`src/rtl/decode_pkg.sv`:
```
`default_nettype none
// +--------------------------------------------------------------------+
// | decode_pkg                                                         |
// | Opcode/func/ALU encodings and the decoded-control struct.          |
// | Revision: 1.0                                                      |
// +--------------------------------------------------------------------+
package decode_pkg;

    localparam logic [5:0] OP_RTYPE = 6'b000000;
    localparam logic [5:0] OP_ADDI  = 6'b001000;
    localparam logic [5:0] OP_ANDI  = 6'b001100;
    localparam logic [5:0] OP_ORI   = 6'b001101;
    localparam logic [5:0] OP_XORI  = 6'b001110;
    localparam logic [5:0] OP_LW    = 6'b100011;
    localparam logic [5:0] OP_SW    = 6'b101011;
    localparam logic [5:0] OP_BEQ   = 6'b000100;

    localparam logic [5:0] FN_ADD  = 6'b100000;
    localparam logic [5:0] FN_SUB  = 6'b100010;
    localparam logic [5:0] FN_AND  = 6'b100100;
    localparam logic [5:0] FN_OR   = 6'b100101;
    localparam logic [5:0] FN_XOR  = 6'b100110;
    localparam logic [5:0] FN_NOR  = 6'b100111;
    localparam logic [5:0] FN_SLTU = 6'b101011;
    localparam logic [5:0] FN_SLLV = 6'b000100;

    localparam logic [2:0] ALU_AND  = 3'b000;
    localparam logic [2:0] ALU_OR   = 3'b001;
    localparam logic [2:0] ALU_XOR  = 3'b010;
    localparam logic [2:0] ALU_NOR  = 3'b011;
    localparam logic [2:0] ALU_ADD  = 3'b100;
    localparam logic [2:0] ALU_SUB  = 3'b101;
    localparam logic [2:0] ALU_SLTU = 3'b110;
    localparam logic [2:0] ALU_SLLV = 3'b111;

    typedef struct packed {
        logic [2:0] alu_op;
        logic       write_reg;
        logic [4:0] waddr;
        logic       use_imm;
        logic       mem_read;
        logic       mem_write;
        logic       branch;
        logic       illegal;
    } ctrl_t;

endpackage
`default_nettype wire

```
`src/rtl/decode_logic.sv`:
```
`default_nettype none
// +--------------------------------------------------------------------+
// | decode_logic                                                       |
// | Combinational instruction word -> control struct and imm_ext.      |
// | Revision: 1.0                                                      |
// +--------------------------------------------------------------------+
module decode_logic
    import decode_pkg::*;
#(
    parameter int DATA_W  = 32,
    parameter bit EN_SLLV = 1'b1
) (
    input  logic [31:0]       instr,
    output ctrl_t             ctrl,
    output logic [DATA_W-1:0] imm_ext
);

    logic [5:0]        w_op;
    logic [5:0]        w_func;
    logic [DATA_W-1:0] w_simm;
    logic [DATA_W-1:0] w_zimm;
    logic              w_zext;
    logic              w_ill;
    logic              w_unused_shamt;

    assign w_op           = instr[31:26];
    assign w_func         = instr[5:0];
    assign w_unused_shamt = ^instr[10:6];

    if (DATA_W > 16) begin : g_ext_wide
        assign w_simm = {{(DATA_W-16){instr[15]}}, instr[15:0]};
        assign w_zimm = {{(DATA_W-16){1'b0}}, instr[15:0]};
    end else begin : g_ext_narrow
        assign w_simm = instr[15:0];
        assign w_zimm = instr[15:0];
    end

    always_comb begin
        ctrl   = '0;
        w_zext = 1'b0;
        w_ill  = 1'b0;
        case (w_op)
            OP_RTYPE: begin
                ctrl.write_reg = 1'b1;
                ctrl.waddr     = instr[15:11];
                case (w_func)
                    FN_ADD:  ctrl.alu_op = ALU_ADD;
                    FN_SUB:  ctrl.alu_op = ALU_SUB;
                    FN_AND:  ctrl.alu_op = ALU_AND;
                    FN_OR:   ctrl.alu_op = ALU_OR;
                    FN_XOR:  ctrl.alu_op = ALU_XOR;
                    FN_NOR:  ctrl.alu_op = ALU_NOR;
                    FN_SLTU: ctrl.alu_op = ALU_SLTU;
                    FN_SLLV: begin
                        ctrl.alu_op = ALU_SLLV;
                        w_ill       = !EN_SLLV;
                    end
                    default: w_ill = 1'b1;
                endcase
            end
            OP_ADDI, OP_ANDI, OP_ORI, OP_XORI, OP_LW: begin
                ctrl.write_reg = 1'b1;
                ctrl.waddr     = instr[20:16];
                ctrl.use_imm   = 1'b1;
                ctrl.mem_read  = (w_op == OP_LW);
                w_zext         = (w_op == OP_ANDI) || (w_op == OP_ORI) || (w_op == OP_XORI);
                case (w_op)
                    OP_ANDI: ctrl.alu_op = ALU_AND;
                    OP_ORI:  ctrl.alu_op = ALU_OR;
                    OP_XORI: ctrl.alu_op = ALU_XOR;
                    default: ctrl.alu_op = ALU_ADD;
                endcase
            end
            OP_SW: begin
                ctrl.alu_op    = ALU_ADD;
                ctrl.waddr     = instr[20:16];
                ctrl.use_imm   = 1'b1;
                ctrl.mem_write = 1'b1;
            end
            OP_BEQ: begin
                ctrl.alu_op = ALU_SUB;
                ctrl.waddr  = instr[20:16];
                ctrl.branch = 1'b1;
            end
            default: w_ill = 1'b1;
        endcase
        // An undecodable word must not leak any partially decoded control.
        if (w_ill) begin
            ctrl         = '0;
            ctrl.illegal = 1'b1;
        end
    end

    assign imm_ext = w_zext ? w_zimm : w_simm;

endmodule
`default_nettype wire

```
`src/rtl/decode_stage.sv`:
```
`default_nettype none
// +--------------------------------------------------------------------+
// | decode_stage                                                       |
// | Registered decode with valid/ready, flush and illegal counter.     |
// | Revision: 1.0                                                      |
// +--------------------------------------------------------------------+
module decode_stage
    import decode_pkg::*;
#(
    parameter int DATA_W  = 32,
    parameter int CNT_W   = 8,
    parameter bit EN_SLLV = 1'b1
) (
    input  logic              clk,
    input  logic              rst,
    input  logic              flush,
    input  logic              in_valid,
    output logic              in_ready,
    input  logic [31:0]       instr,
    output logic              out_valid,
    input  logic              out_ready,
    output logic [2:0]        alu_op,
    output logic              write_reg,
    output logic [4:0]        waddr,
    output logic [4:0]        rs,
    output logic [4:0]        rt,
    output logic [DATA_W-1:0] imm_ext,
    output logic              use_imm,
    output logic              mem_read,
    output logic              mem_write,
    output logic              branch,
    output logic              illegal,
    output logic [CNT_W-1:0]  illegal_cnt
);

    ctrl_t             w_ctrl;
    logic [DATA_W-1:0] w_imm;
    logic              w_accept;

    ctrl_t             r_ctrl;
    logic              r_valid;
    logic [4:0]        r_rs;
    logic [4:0]        r_rt;
    logic [DATA_W-1:0] r_imm;
    logic [CNT_W-1:0]  r_cnt;

    decode_logic #(
        .DATA_W  (DATA_W),
        .EN_SLLV (EN_SLLV)
    ) u_decode_logic (
        .instr   (instr),
        .ctrl    (w_ctrl),
        .imm_ext (w_imm)
    );

    // flush is folded into in_ready so it also blocks acceptance.
    assign in_ready = !flush && (!r_valid || out_ready);
    assign w_accept = in_valid && in_ready;

    always_ff @(posedge clk) begin
        if (rst) begin
            r_valid <= 1'b0;
            r_ctrl  <= '0;
            r_rs    <= '0;
            r_rt    <= '0;
            r_imm   <= '0;
            r_cnt   <= '0;
        end else if (flush) begin
            r_valid <= 1'b0;
        end else if (w_accept) begin
            r_valid <= 1'b1;
            r_ctrl  <= w_ctrl;
            r_rs    <= instr[25:21];
            r_rt    <= instr[20:16];
            r_imm   <= w_imm;
            if (w_ctrl.illegal && (r_cnt != {CNT_W{1'b1}})) begin
                r_cnt <= r_cnt + CNT_W'(1);
            end
        end else if (out_ready) begin
            r_valid <= 1'b0;
        end
    end

    assign out_valid   = r_valid;
    assign alu_op      = r_ctrl.alu_op;
    assign write_reg   = r_ctrl.write_reg;
    assign waddr       = r_ctrl.waddr;
    assign rs          = r_rs;
    assign rt          = r_rt;
    assign imm_ext     = r_imm;
    assign use_imm     = r_ctrl.use_imm;
    assign mem_read    = r_ctrl.mem_read;
    assign mem_write   = r_ctrl.mem_write;
    assign branch      = r_ctrl.branch;
    assign illegal     = r_ctrl.illegal;
    assign illegal_cnt = r_cnt;

endmodule
`default_nettype wire

```
`config.mk`:
```
export PLATFORM = sky130hd
export DESIGN_NAME = decode_stage
export DESIGN_NICKNAME = d
export VERILOG_FILES = /design/src/rtl/decode_pkg.sv /design/src/rtl/decode_logic.sv /design/src/rtl/decode_stage.sv
export SDC_FILE = /design/constraint.sdc
export NUM_CORES = 1
export LEC_CHECK = 0
export ABC_AREA = 1
export BUFFER_PORTS_ARGS = -buffer_cell sky130_fd_sc_hd__buf_4
export CAP_MARGIN = 10
export CORE_MARGIN = 2
export CORE_UTILIZATION = 35
export CTS_CLUSTER_SIZE = 40
export DETAILED_ROUTE_END_ITERATION = 7
export PLACE_DENSITY = 0.7
export REMOVE_ABC_BUFFERS = 1
export SYNTH_ARGS = -nofsm -noshare
export SYNTH_HDL_FRONTEND = slang
export SYNTH_SLANG_ARGS = --single-unit
```
`constraint.sdc`:
```
create_clock -name clk -period 2.1 [get_ports clk]
set_clock_uncertainty 0.1 [all_clocks]
set_input_delay 0.315 -clock clk [delete_from_list [all_inputs] [get_ports clk]]
set_output_delay 0.315 -clock clk [all_outputs]
set_load 0.05 [all_outputs]
```
==> summary.md <==
| Metric | Value |
|---|---|
| Clk slew on worst S/H paths | `roughly 100 ps` |
| Routed len/inst | `11.9 um` |
| Final hold violations | `0` |
| ANT nets after route | `0` |
| HP Start | `flush` |
| Ant diodes | `0` |
| PostCTS Resize Cnt | `0` |
| Max FFs per register | `17` |
| Register Area | `1000 um^2` |
| Hold EP | `out_valid` |
| Vias in the first global route | `2136` |
| CP Class | `reg2reg` |
| GRT overflow | `0` |
| Worst r2r src | `illegal_cnt[0]` |
| Worst Path Required | `2240 ps` |
| Clock Latency Late Sink | `310 ps` |
| Total GRT Usage | `15.7%` |
| Post-Route WL | `5900 um` |
| # Post-CTS Setup Buffers | `0` |
| Status | `completed` |
| Area of the multi-input gates | `roughly 1100 um^2` |
| Worst setup EP type | `flop` |
| Synth-to-Final Area Change | `34.7%` |
| Vias | `2356` |
| Max Cap Viol | `0` |
| Port Buf Inserts | `102` |
| Slew @ Worst Pin | `around 470 ps` |
| Die W | `slightly below 90 um` |
| Max Transition Viols Final | `0` |
| Max Fanout on Critical Path | `9` |
| Longest Clk Path Bufs | `2` |
| DRT Pass-1 Iters | `4` |
| Final Cell Area | `3210 um^2` |
| Startpoint types | `flop` |
| Reg-to-Reg End | `illegal_cnt[4]` |
| Drc violations | `0` |
| Reg2Reg Setup Slack | `360 ps` |
| Initial core utilization | `35.6%` |
| DP Area | `3110 um^2` |
| Pwr per Cell Area | `roughly 640 nW/um^2` |
| H-Tree Depth | `2` |
| Util after Layout | `48.0%` |
| Distinct cell type count after synthesis | `28` |
| Final worst-path cycle share | `83.0%` |
| Layout cell share with drive strength beyond 1 | `~31%` |
| FF+latch count, synth | `50` |
| Tmin final | `1740 ps` |
| GP Congestion | `around 0.87` |
| CORE AREA | `6680 um^2` |
| Unrepaired setup endpoints after global routing | `no` |
| Tightest Hold Check Type | `in2reg` |
| Root buf cell | `clkbuf_8` |
| Largest net degree at the start of global routing | `41` |
| Synthesis Warnings | `0` |
| CTS buffer count | `5` |
| Final setup viols | `0` |
| First-pass GRT wire length | `9430 um` |
| Antenna violations before repair | `0` |
| Num rows | `30` |
| Setup Slack @ Placement | `374 ps` |
| CP arrival | `between 1500 and 2000 ps` |
| Detailed Place HPWL | `4360 um` |
| Sequential share of the synthesized area | `42.0%` |
| Peak supply drop | `0.409 mV` |
| Worst Slack Setup Final | `358 ps` |
| Fin Hold WS | `roughly 72 ps` |
| Final nets | `454` |
| Post-Syn Area per Cell | `roughly 7.2 um^2` |
| Fill cell count | `684` |
| P_leak | `0.00153 uW` |
| I/O pin cnt | `approximately 100` |
| DR iter-0 viols | `75` |
| Setup_tns | `0 ps` |
| Highest Clock Rate | `0.574 GHz` |
| Hold depth | `2` |
| R2r worst-path depth | `7` |
| Slew Limit Headroom | `approximately two thirds` |
| CTS tree | `done` |
| Vias per cell | `4.74` |
| Die ar. | `7480 um^2` |
| Synthesized cell area | `2380 um^2` |
| CTS Sinks | `50` |
| Mapped Cells | `331` |
| CTS Hold Bufs | `0` |
| Die Ht | `between 80 and 90 um` |
-- synth_stat cells --
cell,instances,area share [%]
xnor2_1,2,0.74
o21a_1,1,0.32
nor2_8,1,0.84
nand2_4,2,0.95
buf_2,6,1.3
inv_2,2,0.32
dfxtp_1,50,42
o31ai_1,1,0.32
buf_4,15,4.7
nor2_1,14,2.2
a21oi_1,48,10
nand2_1,108,17
o21ai_0,9,1.9
nand2_2,1,0.26
inv_1,20,3.2
nor2_4,1,0.47
a21oi_2,1,0.37
nor3_1,4,0.84
nand3_1,13,2.7
nand3_2,4,1.7
nand4_1,10,2.6
nor2_2,3,0.79
clkbuf_1,7,1.1
nand3_4,1,0.74
ha_1,1,0.53
xor2_1,4,1.5
and2_1,1,0.26
or2_1,1,0.26
-- critical path: stages (launching register included) --
cell and delay (ps):
dfxtp_1 440, ha_1 250, nand4_1 150, nor2_1 120
nand2_1 220, nand3_4 210, nand2_1 70, a21oi_1 120
-- final cells by class --
| cell class | count | area share, % |
|---|---|---|
| clock inverters | 2 | 0.546 |
| flip-flops and latches | 50 | 31.2 |
| multi-input cells | 231 | 35.2 |
| repair buffers | 106 | 24.8 |
| inverters | 22 | 2.57 |
| clock buffers | 6 | 2.57 |
| well taps | 80 | 3.12 |
-- layout by cell type (no fill, tap or decap), types with 3 or more instances in the layout --
cell type,Yosys,routed
nor2_2,3,3
nand3_1,13,13
nand3_2,4,4
buf_4,15,106
nor3_1,4,4
inv_1,20,20
clkbuf_8,0,6
dfxtp_1,50,50
nor2_1,14,14
xor2_1,4,4
a21oi_1,48,48
nand2_1,108,108
o21ai_0,9,9
nand4_1,10,10
-- report_power, final --
| part | switching (uW) | internal (uW) |
|---|---|---|
| sequential | 20.8 | 978 |
| combinational | 292 | 141 |
| clock | 341 | 272 |
| total | 654 | 1390 |
-- per-layer routing --
metal	global-route usage [%]	wire, um	vias to the layer above
li1	-	-	1230
met1	19.6	2720	1062
met2	26.6	2800	59
met3	3.90	338	5
met4	4.83	44	0
met5	0	0	-
-- through the flow --
stage	power, uW	std cells
after floorplan	1280	303
after global placement	1450	489
after detailed placement	1460	489
after CTS	2070	497
after global routing	2140	497
final	2050	497
-- worst max path at each step --
| stage | endpoint | cells past startpoint | slack [ps] | startpoint |
|---|---|---|---|---|
| after floorplan | imm_ext[30] | 2 | -3930 | imm_ext[30] |
| after detailed placement | illegal_cnt[4] | 9 | 370 | instr[28] |
| after global routing | illegal_cnt[4] | 7 | 150 | illegal_cnt[0] |
| after CTS | illegal_cnt[4] | 7 | 350 | illegal_cnt[0] |
| final | illegal_cnt[4] | 7 | 360 | illegal_cnt[0] |
| after global placement | waddr[1] | 10 | 420 | instr[30] |
-- kinds of logic (layout without fill, tap and decap cells) --
| kind of cell | count (synthesis) | in the layout | synth area share, % |
|---|---|---|---|
| DFF | 50 | 50 | 42.0 |
| xor gates and xnor gates | 6 | 6 | 2.21 |
| AOI/OAI and AO/OA | 60 | 60 | 13.0 |
| buffers and inverters | 50 | 136 | 10.6 |
| and+or+nand+nor | 164 | 164 | 31.7 |
| adders and majority gates | 1 | 1 | 0.525 |
Power figures use the tool's default switching activity.
